$ cat src/rtl/mfp_ahb_master_arbiter.sv
`default_nettype none
// ============================================================================
// mfp_ahb_master_arbiter : two-master AHB-Lite arbiter (MIPS core / SREC loader)
// Rev 1.0
// ============================================================================
module mfp_ahb_master_arbiter #(
  parameter int LDR_RUN_MAX = 0,
  parameter int CNT_W       = 16
) (
  input  logic             HCLK,
  input  logic             HRESETn,

  input  logic [31:0]      cpu_HADDR,
  input  logic [31:0]      cpu_HWDATA,
  input  logic [2:0]       cpu_HBURST,
  input  logic             cpu_HMASTLOCK,
  input  logic [3:0]       cpu_HPROT,
  input  logic [2:0]       cpu_HSIZE,
  input  logic [1:0]       cpu_HTRANS,
  input  logic             cpu_HWRITE,
  output logic             cpu_HREADY,
  output logic             cpu_HRESP,
  output logic [31:0]      cpu_HRDATA,

  input  logic [31:0]      ldr_HADDR,
  input  logic [31:0]      ldr_HWDATA,
  input  logic [2:0]       ldr_HBURST,
  input  logic             ldr_HMASTLOCK,
  input  logic [3:0]       ldr_HPROT,
  input  logic [2:0]       ldr_HSIZE,
  input  logic [1:0]       ldr_HTRANS,
  input  logic             ldr_HWRITE,
  input  logic             ldr_active,

  output logic [31:0]      s_HADDR,
  output logic [31:0]      s_HWDATA,
  output logic [2:0]       s_HBURST,
  output logic             s_HMASTLOCK,
  output logic [3:0]       s_HPROT,
  output logic [2:0]       s_HSIZE,
  output logic [1:0]       s_HTRANS,
  output logic             s_HWRITE,
  input  logic             s_HREADY,
  input  logic             s_HRESP,
  input  logic [31:0]      s_HRDATA,

  output logic             grant_ldr,
  output logic [CNT_W-1:0] ldr_xfer_count
);

  localparam int              RUN_W       = (LDR_RUN_MAX > 0) ? $clog2(LDR_RUN_MAX + 1) : 1;
  localparam logic [RUN_W-1:0] RUN_MAX_C  = RUN_W'(LDR_RUN_MAX);
  localparam logic [1:0]      HTRANS_IDLE = 2'b00;

  typedef enum logic [0:0] {
    CPU_OWN = 1'b0,
    LDR_OWN = 1'b1
  } arb_state_t;

  arb_state_t       state_q, state_d;
  logic             dp_owner_q, dp_owner_d;      // data-phase owner, 1 = LDR
  logic             dp_valid_q, dp_valid_d;
  logic             slot_pending_q, slot_pending_d;
  logic             ldr_active_q, ldr_active_d;
  logic [RUN_W-1:0] run_cnt_q, run_cnt_d;
  logic [CNT_W-1:0] xfer_cnt_q, xfer_cnt_d;

  logic grant_is_ldr;
  logic own_idle;
  logic own_lock;
  logic handover_ok;
  logic ldr_accept;
  logic cpu_accept;
  logic ldr_rise;
  logic force_cpu;

  assign grant_is_ldr = (state_q == LDR_OWN);
  assign own_idle     = grant_is_ldr ? (ldr_HTRANS == HTRANS_IDLE) : (cpu_HTRANS == HTRANS_IDLE);
  assign own_lock     = grant_is_ldr ? ldr_HMASTLOCK : cpu_HMASTLOCK;
  assign handover_ok  = s_HREADY && own_idle && !own_lock;
  assign ldr_accept   = grant_is_ldr && ldr_HTRANS[1] && s_HREADY;
  assign cpu_accept   = !grant_is_ldr && cpu_HTRANS[1] && s_HREADY;
  assign ldr_rise     = ldr_active && !ldr_active_q;
  assign force_cpu    = (LDR_RUN_MAX != 0) && (run_cnt_q == RUN_MAX_C) && cpu_HTRANS[1];

  // Address phase follows the grant; write data follows the data-phase owner.
  assign s_HADDR     = grant_is_ldr ? ldr_HADDR     : cpu_HADDR;
  assign s_HBURST    = grant_is_ldr ? ldr_HBURST    : cpu_HBURST;
  assign s_HMASTLOCK = grant_is_ldr ? ldr_HMASTLOCK : cpu_HMASTLOCK;
  assign s_HPROT     = grant_is_ldr ? ldr_HPROT     : cpu_HPROT;
  assign s_HSIZE     = grant_is_ldr ? ldr_HSIZE     : cpu_HSIZE;
  assign s_HTRANS    = grant_is_ldr ? ldr_HTRANS    : cpu_HTRANS;
  assign s_HWRITE    = grant_is_ldr ? ldr_HWRITE    : cpu_HWRITE;
  assign s_HWDATA    = dp_owner_q   ? ldr_HWDATA    : cpu_HWDATA;

  assign cpu_HRDATA     = s_HRDATA;
  assign cpu_HREADY     = (!grant_is_ldr || (dp_valid_q && !dp_owner_q)) ? s_HREADY : 1'b0;
  assign cpu_HRESP      = !dp_owner_q ? s_HRESP : 1'b0;
  assign grant_ldr      = grant_is_ldr;
  assign ldr_xfer_count = xfer_cnt_q;

  always_comb begin
    state_d        = state_q;
    dp_owner_d     = dp_owner_q;
    dp_valid_d     = dp_valid_q;
    slot_pending_d = slot_pending_q;
    ldr_active_d   = ldr_active_q;
    run_cnt_d      = run_cnt_q;
    xfer_cnt_d     = xfer_cnt_q;

    // Everything freezes across slave wait states.
    if (s_HREADY) begin
      dp_owner_d   = grant_is_ldr;
      dp_valid_d   = s_HTRANS[1];
      ldr_active_d = ldr_active;

      if (ldr_rise) begin
        xfer_cnt_d = '0;
      end else if (ldr_accept) begin
        xfer_cnt_d = xfer_cnt_q + CNT_W'(1);
      end

      if (!cpu_HTRANS[1]) begin
        run_cnt_d = '0;
      end else if (ldr_accept && (run_cnt_q != RUN_MAX_C)) begin
        run_cnt_d = run_cnt_q + RUN_W'(1);
      end

      if (cpu_accept || !ldr_active) begin
        slot_pending_d = 1'b0;
      end

      if (state_q == CPU_OWN) begin
        if (ldr_active && handover_ok && !slot_pending_q) begin
          state_d = LDR_OWN;
        end
      end else begin
        if (handover_ok && (!ldr_active || force_cpu)) begin
          state_d        = CPU_OWN;
          run_cnt_d      = '0;
          // A forced slot returns to the loader once the CPU has had its transfer.
          slot_pending_d = ldr_active;
        end
      end
    end
  end

  always_ff @(posedge HCLK or negedge HRESETn) begin
    if (!HRESETn) begin
      state_q        <= CPU_OWN;
      dp_owner_q     <= 1'b0;
      dp_valid_q     <= 1'b0;
      slot_pending_q <= 1'b0;
      ldr_active_q   <= 1'b0;
      run_cnt_q      <= '0;
      xfer_cnt_q     <= '0;
    end else begin
      state_q        <= state_d;
      dp_owner_q     <= dp_owner_d;
      dp_valid_q     <= dp_valid_d;
      slot_pending_q <= slot_pending_d;
      ldr_active_q   <= ldr_active_d;
      run_cnt_q      <= run_cnt_d;
      xfer_cnt_q     <= xfer_cnt_d;
    end
  end

endmodule
`default_nettype wire

$ cat config.mk
export PLATFORM = sky130hd
export DESIGN_NAME = mfp_ahb_master_arbiter
export DESIGN_NICKNAME = d
export VERILOG_FILES = /design/src/rtl/mfp_ahb_master_arbiter.sv
export SDC_FILE = /design/constraint.sdc
export NUM_CORES = 1
export LEC_CHECK = 0
export BUFFER_PORTS_ARGS = -buffer_cell sky130_fd_sc_hd__buf_2
export CAP_MARGIN = 20
export CORE_AREA = 2 2 124 126
export DETAILED_ROUTE_END_ITERATION = 8
export DIE_AREA = 0 0 126 128
export PLACE_DENSITY = 0.48
export REMOVE_ABC_BUFFERS = 1
export SLEW_MARGIN = 10
export SYNTH_ARGS = -nofsm -noshare
export SYNTH_HDL_FRONTEND = slang
export SYNTH_SLANG_ARGS = --single-unit
$ cat constraint.sdc
create_clock -name HCLK -period 2.1 [get_ports HCLK]
set_clock_uncertainty 0.2 [all_clocks]
set_input_delay 0.21 -clock HCLK [delete_from_list [all_inputs] [get_ports HCLK]]
set_output_delay 0.21 -clock HCLK [all_outputs]
set_load 0.03 [all_outputs]
* After elaboration in Yosys (flattened, before gate mapping) *
Cells that the tools add are included.

storage, ports and cells
  register bits = 21
  bits of input ports = 193
  output and inout port bits = 129
  word-level logic and storage cells = 49

operators by class
  add/sub/neg operators = 1
  mux-type cells = 19
  reduce and logical (&&, ||, !) cells = 23

operator list
  operator                 number
  $mux W32                 2
  $mux W16                 2
  $add A16 B1 Y16 const B  1
  $logic_and A1 B1 Y1      11
  $mux W1                  11
  $logic_not A1 Y1         6
  $mux W3                  2
  $logic_not A2 Y1         2
  $mux W4                  1
  $logic_or A1 B1 Y1       2
  $mux W2                  1
  $reduce_and A2 Y1        1
  $reduce_bool A2 Y1       1

* Depth between registers and ports, before layout *
Gate-level depths: netlist of the first run.

  word-level depth = 8
  mapped depth = 5

* Least setup slack after synthesis of the first run *
OpenSTA, ideal clock, no wires.

  kind = register to register
  start = register state_q (netlist: grant_ldr)
  end = register xfer_cnt_q[15] (netlist: ldr_xfer_count[15])
  setup time = 0.078 ns
  arrival = 1.737 ns
  data required time = 1.822 ns
  path slack = 0.085 ns
  stages on the path, launching flop included = 6
  path buffers = 1
  clock period less this slack = 2.015 ns
  cells stage by stage = dfrtp_1 -> buf_2 -> nand2_2 -> a2111o_1 -> or3_1 -> a21oi_1

between the ends
  word-level cells in the longest chain between the ends = 4

ends and longest elaborated chain
  element                           line  source
  start, declared                   60    arb_state_t state_q, state_d;
  start signal, assigned            158   state_q <= state_d;
  $logic_and A1 B1 Y1 (2 in a row)  81    assign ldr_accept = grant_is_ldr && ldr_HTRANS[1] && s_HREADY;
  $reduce_bool A2 Y1 (no line)      -
  $reduce_and A2 Y1 (no line)       -
  end signal, assigned              164   xfer_cnt_q <= xfer_cnt_d;
  end, declared                     66    logic [CNT_W-1:0] xfer_cnt_q, xfer_cnt_d;

No other way between the ends.
A chain may end at the register's enable or synchronous reset.

* Worst setup path after layout of the first run *
  start = register xfer_cnt_q[3] (netlist: ldr_xfer_count[3])
  end = register xfer_cnt_q[15] (netlist: ldr_xfer_count[15])

between the ends
  word-level cells in the longest chain between the ends = 3

ends and longest elaborated chain
  element          line  source
  $add A16 B1 Y16  120   xfer_cnt_d = xfer_cnt_q + CNT_W'(1);
  $mux W16         119   end else if (ldr_accept) begin
  $mux W16         117   if (ldr_rise) begin

No other way between the ends. The select of a mux whose other input is x is not followed.

==> flow_summary.ini, run 1 <==
[synth]
synth-seq-cells = 21
syn-cell-area_um2 = 2220
synth_edf_count = 0
syn_inst = 235
synthArstFlopShare = 1.00
synth_seq_area_share = 0.236
yosysUniqueCellTypes = 31
synth_xor_area_frac = 0.0197
yosysWarningCount = 0
synth_ff_type = dfrtp_1
muxShareOfSynthArea = 0.400
synth-compound-area-share = 0.0844
synth_area_per_cell_um2 = 9.47
synth_top_family_by_area = multiplexers
synth_fa_ha_area_frac = 0.00562
synth-simple-area-share = 0.113

[global_routing]
grt_pass1_vias = 2554
gr-total-overflow = 0
grt_max_degree = 53
antenna_found_initial = 0
grt_pass1_wl_mm = 14.5
groute.usage.overall = 0.119

[sta]
tightest_slew_ns = 0.472
setup_tns_ns = 0
finalCriticalPeriod_ns = 1.94
setup_violations = 0
final-hold-violation-count = 0
maxSlewViolCount = 0
period_share = 0.926
maxSlewHeadroom = 0.685
holdWs_ns = 0.0140
fmax_mhz = 514
rsz0062_at_grt = no
setup_ws_ns = 0.156

[worst_setup_path]
cp.arrival_ns = 1.92
cp_slowest_cell = a2111o_1
crit_path_cell_trace = nand4_1 > a2111o_1 > or3_1 > a21oi_1
cp.required_ns = 2.08
cp-end-kind = flip-flop
critical_path_class = reg -> reg
crit_path_start_kind = flip-flop
slowest_delay_ns = 0.54
crit_fanout = 10

[drt]
avgRoutedWirePerCell_um = 16.0
top_layer_used = met5
met3_length_mm = 1.72
vias_per_cell = 4.21
vias = 2710
met2_length_mm = 4.55
first_pass_iters = 4
wl_met1_mm = 3.94
route.detailed.drc = 0
first_iter_violations = 107
routed_wirelength_mm = 10.3
postRouteAntennaNets = 0

[power_and_ir_drop]
pwr-share-comb = 0.498
ir_drop_mv = 0.301
p_sw_mw = 0.671
p_clk_frac = 0.232
power.total_mw = 1.70
leakage_nw = 1.86
p_int_mw = 1.03
p_sw_frac = 0.395
seqPwrFrac = 0.270
p_per_area_nw_per_um2 = 472

[die]
start_util = 0.150
io_pins = 322
die_x_um = 126
core_area_um2 = 14900
rows = 45
die-area_um2 = 16100
die-height_um = 128

[placement]
dpl_cell_area_um2 = 3510
dpl.hpwl_mm = 9.17
gp_congestion = 0.778
port_buffers = 257
post-place-ws_ns = 0.170
placed_cells = 639

[job]
maxCapViolCount = 0

[finish]
stdcell_count = 644
layout.nets = 651
area_growth_pct = 61.6
ff_latch_area_um2 = 527
antenna_cells = 0
multi_input_area_um2 = 1390
final_core_util = 0.242
n_fill_cell = 1623
postLayoutCellArea_um2 = 3600
drive_above_1_share = 0.768

[clocking]
cts.sinks = 21
cts_resized = 0
insertion_delay_ns = 0.25
clk_pin_slew_worst_paths_ns = 0.06
tritoncts = done
cts_buffer_depth = 2
cts_root_buf = clkbuf_16
post_cts_buffers = 0
cts_max_level = 1
numCtsBuffers = 3

[run_status]
status = finished, final reports clean

[worst_hold_path]
min_path_type = in -> reg
[flip-flops by register name (all words and copies together), names as in the netlist]
register	cells
grant_ldr	1
dp_valid_q	1
dp_owner_q	1
ldr_xfer_count	16
ldr_active_q	1
slot_pending_q	1
[critical path, delay by kind of cell, from the launching register on]
family	cells	cell delay [ns]
compound gates	2	0.68
simple gates	2	0.57
flops	1	0.42
[layout make-up]
class / count / area share
Clock buffer: 4 / 0.0219
Inverter: 3 / 0.00313
Multi-Input combinational cell: 165 / 0.385
Sequential cell: 21 / 0.146
Tap cell: 188 / 0.0654
Timing Repair Buffer: 263 / 0.378
[timing repair]
item,CTS,global route
hold endpoints to repair,21,0
endpoints found under the setup margin,0,0
hold buffers,1,0
[metal layers]
metal | track usage | vias to the layer above
li1 | - | 1251
met1 | 0.137 | 1211
met2 | 0.194 | 238
met3 | 0.0730 | 8
met4 | 0.00776 | 2
met5 | 0.0433 | -
[cells in the mapped netlist (2+ instances only)]
library cell	number	area share
buf_2	2	0.0045
a31o_2	2	0.0079
nand2b_1	3	0.0084
or3_1	8	0.022
dfrtp_1	21	0.24
inv_1	3	0.0051
o21ai_0	10	0.022
nor2b_1	2	0.0056
mux2_2	79	0.40
nand3_1	3	0.0067
buf_4	32	0.11
a211oi_1	2	0.0067
nand2_1	13	0.022
clkbuf_1	11	0.019
nor3_1	2	0.0045
a21oi_1	12	0.027
xnor2_1	5	0.020
and4_1	2	0.0079
nand4_1	3	0.0084
nor2_1	9	0.015
[power groups by stage]
stage	clock (mW)	combinational, mW	sequential (mW)
floorplan	0	0.443	0.522
global placement	0	0.846	0.463
detailed placement	0	0.855	0.467
CTS	0.415	0.859	0.459
global route	0.433	0.904	0.468
finish	0.394	0.845	0.459
[layout by cell type (no fill, tap or decap), types with 2 or more instances in the layout]
cell	n
buf_2	257
clkbuf_16	3
nor2b_1	2
inv_1	3
nor3_1	2
buf_4	3
nand2_1	13
buf_12	2
nand2b_1	3
a21oi_1	12
nor2_1	9
a211oi_1	2
dfrtp_1	20
xnor2_1	5
or3_1	8
nand3_1	3
and4_1	2
mux2_2	79
o21ai_0	10
nand4_1	3
a31o_2	2
[path summary, 6_finish.rpt]
| check | from | to | slack [ns] | depth (start not counted) |
|---|---|---|---|---|
| max in group asynchronous | HRESETn | grant_ldr$_DFFE_PN0P_ | 1.09 | 2 |
| setup / recovery | ldr_xfer_count[3]$_DFFE_PN0P_ | ldr_xfer_count[15]$_DFFE_PN0P_ | 0.16 | 4 |
| hold reg to reg | slot_pending_q$_DFFE_PN0P_ | slot_pending_q$_DFFE_PN0P_ | 0.32 | 1 |
| min in group asynchronous | HRESETn | ldr_xfer_count[13]$_DFFE_PN0P_ | 0.25 | 2 |
| hold / removal | ldr_HMASTLOCK | grant_ldr$_DFFE_PN0P_ | 0.01 | 3 |
| setup reg to reg | ldr_xfer_count[3]$_DFFE_PN0P_ | ldr_xfer_count[15]$_DFFE_PN0P_ | 0.16 | 4 |
[logic make-up after synthesis]
family | Yosys count
AOI/OAI and AO/OA | 31
xor gates and xnor gates | 5
adders and majority gates | 1
buffers and inverters | 49
DFF | 21
muxes | 79
and+or+nand+nor | 49
Note: power is estimated with default switching activity, not from simulation.
==> inputs of run 2 (changes only) <==
- REMOVE_ABC_BUFFERS: 1 -> unset
- clock period: 2.1 -> 2.3 ns (I/O delays scaled with it)
==> run 2 against run 1 <==
  * Global-route usage is 1.3 points lower
  * Clock power shrank 5%
  * Cell area stayed put
  * First-iteration DRC count is 25% lower
  * Sequential share of layout area stayed put
  * Combinational power fell by 8.3%
  * Routed wire length decreased by 5.7%
  * Critical path type is now reg -> out
  * Largest power group unchanged
  * Highest routed layer is now met4
==> flow_summary.ini, run 2 (synthesis results as in run 1) <==
[die]
die-height_um = 128
die_x_um = 126
start_util = 0.150
io_pins = 322
die-area_um2 = 16100
rows = 45
core_area_um2 = 14900

[sta]
setup_violations = 0
period_share = 0.881
finalCriticalPeriod_ns = 2.03
setup_ws_ns = 0.274
maxSlewHeadroom = 0.673
rsz0062_at_grt = no
final-hold-violation-count = 0
tightest_slew_ns = 0.490
holdWs_ns = 0.0195
setup_tns_ns = 0
maxSlewViolCount = 0
fmax_mhz = 494

[clocking]
cts_buffer_depth = 2
tritoncts = done
hold_buffers = 1
numCtsBuffers = 3
insertion_delay_ns = 0.25
cts_resized = 0
clk_pin_slew_worst_paths_ns = 0.06
cts_max_level = 1
post_cts_buffers = 0
cts_root_buf = clkbuf_16
cts.sinks = 21

[finish]
largest_register_ffs = 16
final_core_util = 0.242
final_common_cell = buf_2
area_growth_pct = 61.6
stdcell_count = 647
postLayoutCellArea_um2 = 3600
final_cell_mix = buf_2, mux2_2, dfrtp_1, nand2_1, a21oi_1
drive_above_1_share = 0.768
layout.nets = 652
n_fill_cell = 1639

[drt]
first_pass_iters = 4
avgRoutedWirePerCell_um = 15.1
vias = 2668
routed_wirelength_mm = 9.74
vias_per_cell = 4.12
first_iter_violations = 80
postRouteAntennaNets = 0
route.detailed.drc = 0

[worst_setup_path]
crit_fanout = 34
critical_path_class = reg -> out
cp.arrival_ns = 1.60
crit_path_start_kind = flip-flop
cp.required_ns = 1.87
cp-end-kind = primary output

[placement]
dpl_cell_area_um2 = 3500
placed_cells = 640
dpl.hpwl_mm = 8.47
post-place-ws_ns = 0.371
gp_congestion = 0.796
port_buffers = 257

[worst_hold_path]
min_path_type = in -> reg

[global_routing]
antenna_found_initial = 2
grt_max_degree = 50
groute.usage.overall = 0.106
gr-total-overflow = 0
grt_pass1_vias = 2491
grt_pass1_wl_mm = 13.6

[run_status]
status = finished, final reports clean

[power_and_ir_drop]
leakage_nw = 1.86
power.total_mw = 1.57
p_per_area_nw_per_um2 = 436
ir_drop_mv = 0.319

[job]
maxCapViolCount = 0

[synth]
syn_nets = 429
==> run 2: changes by cell type in the layout (fill, tap and decap cells not counted), sizes merged <==
cell   delta
buf       +1
diode     +2
==> run 2: critical path: stages (launching register included) <==
cell	delay, ns
dfrtp_1	0.34
buf_4	0.38
mux2_2	0.42
buf_2	0.19
==> run 2: path summary, 6_finish.rpt <==
check | from | to | slack, ns | cells past startpoint
min | ldr_HMASTLOCK | grant_ldr$_DFFE_PN0P_ | 0.02 | 3
max reg2reg | ldr_xfer_count[2]$_DFFE_PN0P_ | ldr_xfer_count[13]$_DFFE_PN0P_ | 0.34 | 4
min reg2reg | slot_pending_q$_DFFE_PN0P_ | slot_pending_q$_DFFE_PN0P_ | 0.31 | 1
max in group asynchronous | HRESETn | grant_ldr$_DFFE_PN0P_ | 1.27 | 2
max | dp_owner_q$_DFFE_PN0P_ | s_HWDATA[2] | 0.27 | 3
min in group asynchronous | HRESETn | ldr_xfer_count[9]$_DFFE_PN0P_ | 0.27 | 2
==> run 2: cell type report <==
class                           instances  area (µm²)  share of cell area
Timing Repair Buffer                  264        1350               0.376
Inverter                                3        11.3             0.00313
Multi-Input combinational cell        165        1390               0.385
Sequential cell                        21         527               0.146
Antenna cell                            2        5.00             0.00139
Clock buffer                            4        78.8              0.0219
Tap cell                              188         235              0.0654
==> run 2: power by group <==
part,internal [mW],switching (mW),total (mW)
clock,0.236,0.139,0.375
combinational,0.308,0.467,0.775
sequential,0.393,0.0250,0.418
==> run 2: metal layers <==
metal  part of all wire  global-route usage  up-vias  routed length, µm
li1                   -                   -     1263                  -
met1               0.42               0.141     1256               4100
met2               0.49               0.178      147               4770
met3              0.086              0.0321        2                839
met4             0.0029             0.00646        0                 28
met5                  0                   0        -                  0
==> inputs of run 3 (changes only) <==
- SETUP_SLACK_MARGIN: unset -> 0.4
==> run 3 against run 2 <==
  * Sequential power is 1% higher
  * Cell count is 1.7% higher
  * Routed wire length is 22% higher
  * Combinational power is 24% higher
  * Sequential share of layout area is 2.2 points lower
  * Highest routed layer unchanged
==> flow_summary.ini, run 3 (synthesis results as in run 1) <==
[worst_setup_path]
cp-end-kind = primary output
cp.required_ns = 1.87
cp.arrival_ns = 1.49
r2r-start = grant_ldr$_DFFE_PN0P_
critical_path_class = reg -> out
crit_fanout = 6
cp-startpoint = grant_ldr$_DFFE_PN0P_
crit_path_start_kind = flip-flop

[finish]
drive_above_1_share = 0.787
multi_input_area_um2 = 1530
postLayoutCellArea_um2 = 4280
layout.nets = 665
final_common_cell = buf_2
final_cell_mix = buf_2, mux2_2, buf_6, mux2_4, dfrtp_1
antenna_cells = 0
n_fill_cell = 1598
final_core_util = 0.288
ff_latch_area_um2 = 533
area_growth_pct = 92.4
largest_register_ffs = 16

[clocking]
insertion_delay_ns = 0.25
cts_buffer_depth = 2
tritoncts = done
cts_root_buf = clkbuf_16
cts.sinks = 21
cts_max_level = 1
clk_pin_slew_worst_paths_ns = 0.06
numCtsBuffers = 3

[sta]
finalCriticalPeriod_ns = 1.92
setup_tns_ns = 0
maxSlewHeadroom = 0.676
period_share = 0.836
tightest_slew_ns = 0.485
fmax_mhz = 520
maxSlewViolCount = 0
setup_violations = 0
final-hold-violation-count = 0
rsz0062_at_grt = yes

[drt]
routed_wirelength_mm = 11.9
vias_per_cell = 4.16
route.detailed.drc = 0
vias = 2738
avgRoutedWirePerCell_um = 18.0
first_iter_violations = 88
first_pass_iters = 4
postRouteAntennaNets = 0

[power_and_ir_drop]
ir_drop_mv = 0.254
p_int_mw = 1.07
seqPwrFrac = 0.241
leakage_nw = 2.26
p_sw_frac = 0.391
p_clk_frac = 0.213
p_sw_mw = 0.686
p_per_area_nw_per_um2 = 410
pwr-share-comb = 0.546

[die]
die_x_um = 126
io_pins = 322
rows = 45
start_util = 0.150
core_area_um2 = 14900
die-area_um2 = 16100
die-height_um = 128

[placement]
gp_congestion = 0.821
dpl_cell_area_um2 = 3500
port_buffers = 257
dpl.hpwl_mm = 9.52

[global_routing]
gr-total-overflow = 0
grt_max_degree = 34
grt_pass1_wl_mm = 15.3
antenna_found_initial = 1
groute.usage.overall = 0.124
grt_pass1_vias = 2541

[worst_hold_path]
hold_start = ldr_HTRANS[0]
min_path_type = in -> reg

[run_status]
status = finished, final reports clean

[job]
maxCapViolCount = 0

[synth]
syn_nets = 429
-- run 3: cell count changes in the layout (fill, tap and decap cells not counted), sizes merged --
| cell | before | now |
|---|---|---|
| clkbuf | 4 | 8 |
| a2111o | 1 | 2 |
| diode | 2 | 0 |
| clkinv | 0 | 1 |
| buf | 263 | 270 |
-- run 3: worst paths after layout --
path,slack (ns),depth (start not counted),endpoint
setup / recovery,0.38,4,s_HADDR[4]
setup reg to reg,0.41,5,ldr_xfer_count[13]$_DFFE_PN0P_
min in group asynchronous,0.27,2,ldr_xfer_count[13]$_DFFE_PN0P_
hold / removal,0.05,3,grant_ldr$_DFFE_PN0P_
hold reg to reg,0.30,1,slot_pending_q$_DFFE_PN0P_
max in group asynchronous,1.27,2,dp_owner_q$_DFFE_PN0P_
-- run 3: power by group through the flow --
| stage | sequential [mW] | combinational [mW] | clock (mW) |
|---|---|---|---|
| 2_1_floorplan | 0.461 | 0.537 | 0 |
| 3_3_place_gp | 0.425 | 0.788 | 0 |
| 3_5_place_dp | 0.428 | 0.792 | 0 |
| 4_1_cts | 0.422 | 0.857 | 0.386 |
| 5_1_grt | 0.427 | 1.01 | 0.400 |
| 6_report | 0.423 | 0.958 | 0.374 |
-- run 3: cell type report --
| cell class | instances | share of cell area |
|---|---|---|
| Timing Repair Buffer | 276 | 0.442 |
| Tap cell | 188 | 0.0550 |
| Sequential cell | 21 | 0.125 |
| Clock buffer | 3 | 0.0175 |
| Clock inverter | 1 | 0.00117 |
| Inverter | 3 | 0.00263 |
| Multi-Input combinational cell | 166 | 0.357 |
-- run 3: layer usage --
metal	global-route usage	routed length (µm)	vias up
met4	0.0194	189	0
met2	0.204	5770	157
li1	-	-	1293
met1	0.163	4910	1280
met5	0	0	-
met3	0.0388	996	8
-- run 3: stage by stage --
step | total power [mW] | setup slack [ns] | cells | hold WS, ns
after CTS | 1.67 | 0.336 | 651 | 0.0516
after global routing | 1.84 | 0.336 | 658 | 0.0783
final | 1.76 | 0.377 | 658 | 0.0496
after global placement | 1.21 | 0.359 | 638 | 0.0186
after floorplan | 0.998 | 0.406 | 235 | -0.266
after detailed placement | 1.22 | 0.342 | 638 | 0.0328
-- run 3: critical path, stage by stage (launching register included) --
cell and delay (ns):
dfrtp_2 0.45, buf_8 0.16, clkbuf_16 0.17, mux2_4 0.32, buf_6 0.14
-- run 3: what timing repair did --
| item | CTS | global route |
|---|---|---|
| gates cloned | 3 | 6 |
| hold buffers | 1 | 0 |
| endpoints found under the hold margin | 21 | 0 |
| setup endpoints to repair | 82 | 80 |
| pin swaps | 2 | 0 |
| setup buffers | 5 | 1 |
| gates resized for setup | 43 | 109 |
